File: src/rtl/bcd2_down_pkg.sv
// bcd2_down_pkg: shared BCD digit constants and the per-digit load clamp
// BCD_W    : bits per BCD digit
// BCD_MAX  : largest legal digit (9)
// BCD_ZERO : digit value zero
package bcd2_down_pkg;
    localparam int         BCD_W    = 4;
    localparam logic [3:0] BCD_MAX  = 4'd9;
    localparam logic [3:0] BCD_ZERO = 4'd0;

    function automatic logic [3:0] bcd_clamp(input logic [3:0] d);
        return (d > BCD_MAX) ? BCD_MAX : d;
    endfunction
endpackage

File: src/rtl/bcd1_down.sv
// bcd1_down: one BCD down-counting digit with synchronous load
// clk      : rising-edge clock
// reset    : asynchronous active-low reset, digit takes RST
// en       : decrement this digit on the next edge
// ld       : load ld_digit on the next edge (overrides en)
// ld_digit : already-clamped digit to load
// digit    : registered digit value
// bout     : borrow out, en while the digit sits at zero
module bcd1_down
    import bcd2_down_pkg::*;
#(
    parameter logic [3:0] RST = BCD_ZERO
) (
    input  logic       clk,
    input  logic       reset,
    input  logic       en,
    input  logic       ld,
    input  logic [3:0] ld_digit,
    output logic [3:0] digit,
    output logic       bout
);
    logic [3:0] digit_d, digit_q;

    always_comb
        digit_d = ld ? ld_digit :
                  en ? ((digit_q == BCD_ZERO) ? BCD_MAX : digit_q - 4'd1) : digit_q;

    always_ff @(posedge clk or negedge reset)
        if (!reset) digit_q <= RST;
        else        digit_q <= digit_d;

    assign digit = digit_q;
    assign bout  = en & (digit_q == BCD_ZERO);
endmodule

File: src/rtl/bcd2_down.sv
// bcd2_down: loadable multi-digit BCD down-counter with wrap/stop underflow
// clk      : rising-edge clock
// reset    : asynchronous active-low reset
// x        : decrement enable
// load     : synchronous load strobe (priority over x)
// load_val : packed BCD load value, nibbles above 9 clamp to 9
// wrap     : 1 = 0 wraps to all-9s with borrow, 0 = stop at 0
// bcd_out  : registered packed BCD count, digit 0 in [3:0]
// zero     : bcd_out == 0
// borrow   : one-cycle pulse after a wrap-around underflow
module bcd2_down
    import bcd2_down_pkg::*;
#(
    parameter int                      DIGITS    = 2,
    parameter logic [BCD_W*DIGITS-1:0] RESET_VAL = '0
) (
    input  logic                      clk,
    input  logic                      reset,
    input  logic                      x,
    input  logic                      load,
    input  logic [BCD_W*DIGITS-1:0]   load_val,
    input  logic                      wrap,
    output logic [BCD_W*DIGITS-1:0]   bcd_out,
    output logic                      zero,
    output logic                      borrow
);
    localparam int W = BCD_W * DIGITS;

    logic [W-1:0] count;
    logic         borrow_d, borrow_q;

    assign zero = (count == '0);

    for (genvar i = 0; i < DIGITS; i++) begin : g_dig
        logic en_i, bout_i;
        // Stop mode freezes the whole chain at zero, so no digit ever rolls to 9.
        if (i == 0) begin : g_first
            assign en_i = x & ~load & ~(zero & ~wrap);
        end else begin : g_rest
            assign en_i = g_dig[i-1].en_i & g_dig[i-1].bout_i;
        end
        bcd1_down #(.RST(RESET_VAL[BCD_W*i +: BCD_W])) u_dig (
            .clk      (clk),
            .reset    (reset),
            .en       (en_i),
            .ld       (load),
            .ld_digit (bcd_clamp(load_val[BCD_W*i +: BCD_W])),
            .digit    (count[BCD_W*i +: BCD_W]),
            .bout     (bout_i)
        );
    end

    // A borrow out of the top digit only happens when every digit was 0 and wrapped.
    always_comb borrow_d = g_dig[DIGITS-1].bout_i;

    always_ff @(posedge clk or negedge reset)
        if (!reset) borrow_q <= 1'b0;
        else        borrow_q <= borrow_d;

    assign bcd_out = count;
    assign borrow  = borrow_q;
endmodule

File: config.mk
export PLATFORM = sky130hd
export DESIGN_NAME = bcd2_down
export DESIGN_NICKNAME = d
export VERILOG_FILES = /design/src/rtl/bcd2_down_pkg.sv /design/src/rtl/bcd1_down.sv /design/src/rtl/bcd2_down.sv
export SDC_FILE = /design/constraint.sdc
export NUM_CORES = 1
export LEC_CHECK = 0
export CAP_MARGIN = 25
export CORE_MARGIN = 2
export CORE_UTILIZATION = 42
export DETAILED_ROUTE_END_ITERATION = 7
export HOLD_SLACK_MARGIN = 0.15
export PLACE_DENSITY = 0.84
export SKIP_LAST_GASP = 1
export SLEW_MARGIN = 20
export SYNTH_ARGS = -nofsm -noshare
export SYNTH_HDL_FRONTEND = slang
export SYNTH_SLANG_ARGS = --single-unit
File: constraint.sdc
create_clock -name clk -period 1.8 [get_ports clk]
set_clock_uncertainty 0.15 [all_clocks]
set_input_delay 0.36 -clock clk [delete_from_list [all_inputs] [get_ports clk]]
set_output_delay 0.36 -clock clk [all_outputs]
set_load 0.1 [all_outputs]
==> results of run 1 <==
-- final timing paths --
kind | startpoint | end | slack (ns) | cells after the start
setup / recovery | g_dig[1].u_dig.digit[0]$_DFFE_PN0P_ | zero | -0.38 | 3
min in group clk | g_dig[0].u_dig.digit[3]$_DFFE_PN0P_ | borrow$_DFF_PN0_ | 0.45 | 2
hold / removal | reset | g_dig[1].u_dig.digit[3]$_DFFE_PN0P_ | 0.23 | 1
hold reg to reg | g_dig[0].u_dig.digit[3]$_DFFE_PN0P_ | borrow$_DFF_PN0_ | 0.45 | 2
setup reg to reg | g_dig[1].u_dig.digit[0]$_DFFE_PN0P_ | g_dig[0].u_dig.digit[0]$_DFFE_PN0P_ | -0.09 | 5
max in group asynchronous | reset | g_dig[1].u_dig.digit[0]$_DFFE_PN0P_ | 0.94 | 1
-- cells in the mapped netlist --
master	count
or3_4	1
nor2b_1	5
o211ai_1	1
a211o_1	1
or4_1	1
nor4_1	2
nor3_1	2
o21bai_1	1
o21a_1	1
mux2i_1	1
nand3_1	4
nand2b_1	1
o2111ai_1	1
and3_1	1
a221o_1	1
nor2_1	5
a21oi_1	2
and3b_1	1
or4b_1	1
nor4b_2	2
o31ai_1	1
inv_1	3
o221ai_1	1
o21ai_0	6
nand3b_1	4
nand2_1	2
dfrtp_1	9
clkbuf_1	2
nand4_1	1
o31a_1	2
nor4b_1	1
-- metal layers --
metal	vias to the layer above	global-route usage	share of wire
met1	341	0.364	0.42
li1	339	-	-
met4	0	0.155	0.018
met3	5	0.0348	0.075
met5	-	0	0
met2	33	0.416	0.49
-- cells by family (layout without fill, tap and decap cells) --
group | count (synthesis) | after routing
and+or+nand+nor | 34 | 34
AOI/OAI and AO/OA | 18 | 18
DFF | 9 | 9
buffers and inverters | 5 | 46
muxes | 1 | 1
-- where the power goes --
part	total [mW]	internal (mW)	switching, mW	leakage [nW]
Combinational	0.455	0.186	0.269	0.345
Sequential	0.250	0.230	0.0197	0.102
Clock	0.170	0.0861	0.0836	0.0150
-- timing repair --
item                                    4_1_cts  5_1_grt
endpoints found under the setup margin        2        4
gates cloned                                  0        0
buffers inserted                              0        1
pin swaps                                     2        2
gates resized for setup                       0        2
-- state kept, by name (all words and copies together), names as in the netlist --
name / cells
g_dig.u_dig.digit: 8
borrow: 1
-- stage by stage --
stage                     hold WS, ns  std cells  power [mW]
final                           0.228        123       0.874
after global routing            0.263        123       0.909
after CTS                       0.253        122       0.863
after detailed placement        0.439        118       0.700
after global placement          0.434        118       0.688
after floorplan               -0.0856         67       0.493
-- placed cells by master (no fill, tap or decap), types with 2 or more instances in the layout --
| cell | count |
|---|---|
| nand2_1 | 2 |
| nor4b_2 | 2 |
| o31a_1 | 2 |
| dfrtp_2 | 3 |
| clkdlybuf4s50_1 | 12 |
| a21oi_1 | 2 |
| nor4_1 | 2 |
| dfrtp_4 | 5 |
| inv_1 | 3 |
| o21ai_0 | 6 |
| nand3_1 | 4 |
| nand3b_1 | 4 |
| buf_12 | 10 |
| nor2_1 | 5 |
| buf_4 | 16 |
| nor2b_1 | 5 |
| clkbuf_4 | 3 |
-- cell type report --
class                           instances  area share
Clock buffer                            4      0.0231
Timing Repair Buffer                   39       0.398
Inverter                                3     0.00991
Multi-Input combinational cell         53       0.335
Sequential cell                         9       0.218
Tap cell                               15      0.0165
-- worst reg2reg max path, cell delays in order, from the launching register on --
cell and delay [ns]:
dfrtp_4 0.47, or4_4 0.56, buf_4 0.16, buf_6 0.11
o31ai_1 0.21, a21oi_1 0.12
==> results.json, run 1 <==
{
  "status": "complete, but fails checks",
  "violations_in_the_final_reports": "negative setup slack",
  "floorplan.initialDensity": 0.458,
  "critPathRequiredTime_ns": 1.29,
  "num_antenna_cells": 0,
  "grt-ovfl-total": 0,
  "standard_cell_with_the_maximum_stage_delay_on_the_critical_path": "or4_4",
  "worst_hold_path_type": "in -> async",
  "syn_avg_cell_area_um2": 9.00,
  "via_count_of_the_first_global_routing_pass": 713,
  "drive_above_1_share": 0.407,
  "worst_pin_slew_ns": 0.416,
  "seq_cells_post_synth": 9,
  "worst_ir_drop_on_vdd_mv": 0.599,
  "fill_cells": 71,
  "crit_fanout": 2,
  "routedWlPerCell_um": 16.6,
  "portion_of_netlist_area_occupied_by_mux_cells": 0.0166,
  "routed-via-count": 718,
  "finalHoldViolCount": 0,
  "yosysWarningCount": 0,
  "unrepaired_setup_endpoints_after_global_routing": "yes",
  "cts_inserted_buffers": 3,
  "compound_gate_fraction_of_synth_area": 0.205,
  "cts.sinks": 9,
  "max_freq_mhz": 459,
  "postLayoutCellArea_um2": 1140,
  "clock-root-buffer": "clkbuf_4",
  "synth.cell_area_um2": 603,
  "p_leak_nw": 0.463,
  "placement.io_buffers": 22,
  "pre_cts_slack_ns": -0.147,
  "netlist.top_cell.by_area": "dfrtp_1",
  "synth_xor_area_frac": 0,
  "clock_tree_from_tritoncts": "yes",
  "floorplan.rows": 13,
  "multi_input_comb_area_um2": 380,
  "htreeDepth": 1,
  "cts_max_path_buffers": 2,
  "final_period_minus_worst_setup_slack_ns": 2.18,
  "post_synth_main_area_contributors": "dfrtp_1 37%, nor2b_1 5.2%, o21ai_0 5.0%, nand3b_1 5.0%, nor4b_2 5.0%",
  "flow.area_growth_from_synthesis_pct": 88.4,
  "grt_max_degree": 10,
  "globalRouteTotalUtil": 0.271,
  "clkTransAtPathRegs_ns": 0.07,
  "synth_simple_gate_area_share": 0.373,
  "startpoint_type": "flop",
  "drtIter0Drc": 32,
  "design.final.nets": 122,
  "drt_pre_antenna_iters": 4,
  "timing.max_cap.violations": 0,
  "max_slew_margin": 0.722,
  "crit_arrival_ns": 1.67,
  "cp_cell_sequence": "or4_4 -> nor3_4 -> buf_12",
  "number_of_instances_in_the_synthesized_netlist": 67,
  "yosys.area_share.adder": 0,
  "yosysSeqAreaShare": 0.373,
  "remaining_drc_errors": 0,
  "fp.dieArea_um2": 1760,
  "synth_top_family_by_area": "simple AND/OR/NAND/NOR gates",
  "dpl.hpwl_um": 1630,
  "synth.net_count": 80,
  "cp-end-kind": "output port",
  "viasPerCell": 5.84,
  "area.sequential_um2": 248,
  "first_pass_grt_wire_length_um": 3530,
  "setup_viol": 4,
  "initial_antenna_violation_count": 0,
  "core_um2": 1320,
  "postPlaceCellArea_um2": 1090,
  "die_x_um": 41.9,
  "timing.critical_path.buf_inv": 1,
  "cp_top_family": "simple AND/OR/NAND/NOR gates",
  "setup-tns-final_ns": -0.567,
  "critical-path-max-stage-delay_ns": 0.56,
  "floorplan.io_pins": 23,
  "synthDistinctLibCells": 31,
  "power.density_cell_area_nw_per_um2": 770,
  "die_h_um": 41.9,
  "gp_congestion": 0.858,
  "slew_viol_final": 0,
  "final_core_occ": 0.862,
  "cts_hold_buffers": 0,
  "drt_wl_total_um": 2040,
  "clock_latency_ns": 0.28,
  "yosysTopAreaCellShare": 0.373,
  "final_worst_path_period_share": 1.21,
  "worstSetupPathType": "reg -> out",
  "postLayoutSetupSlackWorst_ns": -0.380,
  "final_antenna_net_count": 0
}
Power figures use the tool's default switching activity.
==> run 2, diff against run 1 <==
--- a/config.mk
+++ b/config.mk
@@ -6,7 +6,6 @@
 export NUM_CORES = 1
 export LEC_CHECK = 0
 export CAP_MARGIN = 25
-export CORE_MARGIN = 2
 export CORE_UTILIZATION = 42
 export DETAILED_ROUTE_END_ITERATION = 7
 export HOLD_SLACK_MARGIN = 0.15
==> run 2 against run 1 <==
The flow still finishes with violations (negative setup slack). Via count increased by 2.9%. Global-route usage grew 4.3 points. Cell area down 1.2%. Setup slack got worse by 0.0094 ns. Fmax down 0.43%. Combinational power barely moved. Register-to-register slack improved by 0.11 ns. Critical endpoint unchanged. Highest routed layer unchanged.
==> results.json, run 2 (same netlist as run 1, synthesis figures left out) <==
{
  "status": "complete, but fails checks",
  "violations_in_the_final_reports": "negative setup slack",
  "routedWlPerCell_um": 17.4,
  "drtIter0Drc": 43,
  "cts.sinks": 9,
  "final_cell_mix": "16 x buf_4, 12 x clkdlybuf4s50_1, 10 x buf_12",
  "final_common_cell": "buf_4",
  "crit_arrival_ns": 1.68,
  "worst_hold_path_type": "in -> async",
  "grt-ovfl-total": 0,
  "pre_cts_slack_ns": -0.176,
  "globalRouteTotalUtil": 0.314,
  "cts_inserted_buffers": 3,
  "via_count_of_the_first_global_routing_pass": 645,
  "routed-via-count": 739,
  "slew_viol_final": 0,
  "flow.area_growth_from_synthesis_pct": 86.1,
  "dpl.hpwl_um": 1560,
  "timing.max_cap.violations": 0,
  "cts_hold_buffers": 0,
  "drive_above_1_share": 0.402,
  "max_slew_margin": 0.709,
  "die_h_um": 39.9,
  "design.final.nets": 121,
  "floorplan.io_pins": 23,
  "final_core_occ": 0.852,
  "grt_max_degree": 10,
  "fp.dieArea_um2": 1590,
  "max_freq_mhz": 457,
  "cp-end-kind": "output port",
  "postLayoutSetupSlackWorst_ns": -0.390,
  "drt_wl_total_um": 2120,
  "clock-root-buffer": "clkbuf_4",
  "floorplan.initialDensity": 0.458,
  "gp_congestion": 0.896,
  "remaining_drc_errors": 0,
  "floorplan.rows": 13,
  "finalHoldViolCount": 0,
  "power.density_cell_area_nw_per_um2": 777,
  "p_leak_nw": 0.458,
  "initial_antenna_violation_count": 0,
  "first_pass_grt_wire_length_um": 3130,
  "worst_pin_slew_ns": 0.436,
  "post_cts.repair.setup_buffers": 0,
  "drt_pre_antenna_iters": 4,
  "timing.reg2reg.worst_path_depth": 4,
  "clock_tree_from_tritoncts": "yes",
  "worst_ir_drop_on_vdd_mv": 0.390,
  "startpoint_type": "flop",
  "layout.cells.non_filler": 122,
  "core_um2": 1320,
  "critPathRequiredTime_ns": 1.29,
  "unrepaired_setup_endpoints_after_global_routing": "yes",
  "cts_max_path_buffers": 2,
  "num_antenna_cells": 0,
  "final_antenna_net_count": 0,
  "final_period_minus_worst_setup_slack_ns": 2.19,
  "clkTransAtPathRegs_ns": 0.07,
  "dp.cells": 118,
  "max_ffs_per_register": 8,
  "htreeDepth": 1,
  "placement.io_buffers": 22,
  "viasPerCell": 6.06,
  "die_x_um": 39.9,
  "crit_fanout": 2,
  "clock_latency_ns": 0.27,
  "final_worst_path_period_share": 1.22,
  "setup_viol": 1,
  "worstSetupPathType": "reg -> out"
}
[run 2: power by group]
part	switching [mW]	total (mW)	internal, mW
Clock	0.0830	0.169	0.0861
Sequential	0.0193	0.249	0.230
Combinational	0.271	0.454	0.183
[run 2: through the flow]
stage	cell area [um2]	power, mW	TNS, ns	hold WS, ns
2_1_floorplan	641	0.493	-0.760	-0.0856
3_3_place_gp	1090	0.687	-0.582	0.426
3_5_place_dp	1090	0.700	-0.767	0.425
4_1_cts	1120	0.868	-0.394	0.241
5_1_grt	1120	0.900	-0.450	0.251
6_report	1120	0.873	-0.390	0.232
[run 2: repair_timing]
item / 4_1_cts / 5_1_grt
gates resized for setup: 0 / 1
gates cloned: 0 / 0
endpoints found under the setup margin: 1 / 4
pin swaps: 1 / 0
[run 2: final cells by class]
class                      count  area (um2)
multi-input combinational     53         378
tap                           15        18.8
timing repair buffer          38         440
clock buffer                   4        26.3
fill                          69         195
inverter                       3        11.3
sequential                     9         248
[run 2: final timing paths]
| check | from | to | slack [ns] |
|---|---|---|---|
| min in group clk | g_dig[0].u_dig.digit[3]$_DFFE_PN0P_ | borrow$_DFF_PN0_ | 0.44 |
| min reg2reg | g_dig[0].u_dig.digit[3]$_DFFE_PN0P_ | borrow$_DFF_PN0_ | 0.44 |
| max in group asynchronous | reset | g_dig[1].u_dig.digit[3]$_DFFE_PN0P_ | 0.94 |
| max | g_dig[1].u_dig.digit[3]$_DFFE_PN0P_ | zero | -0.39 |
| max reg2reg | g_dig[1].u_dig.digit[3]$_DFFE_PN0P_ | g_dig[0].u_dig.digit[0]$_DFFE_PN0P_ | 0.02 |
| min | reset | g_dig[0].u_dig.digit[2]$_DFFE_PN0P_ | 0.23 |
[run 2: layer usage]
metal	vias to the layer above	routed length [um]	track usage
li1	338	-	-
met1	343	857	0.401
met2	53	1040	0.512
met3	5	193	0.0511
met4	0	31	0.129
met5	-	0	0
[run 2: critical path: stages (launching register included)]
cell and delay, ns:
dfrtp_4 0.47, or4_4 0.56, nor3_4 0.17, buf_12 0.20
==> run 3, diff against run 2 <==
--- a/config.mk
+++ b/config.mk
@@ -5,6 +5,7 @@
 export SDC_FILE = /design/constraint.sdc
 export NUM_CORES = 1
 export LEC_CHECK = 0
+export ABC_CLOCK_PERIOD_IN_PS = 1800
 export CAP_MARGIN = 25
 export CORE_UTILIZATION = 42
 export DETAILED_ROUTE_END_ITERATION = 7
==> results of run 3 <==
The final DEF is identical to that of run 2; final timing and power are the same.
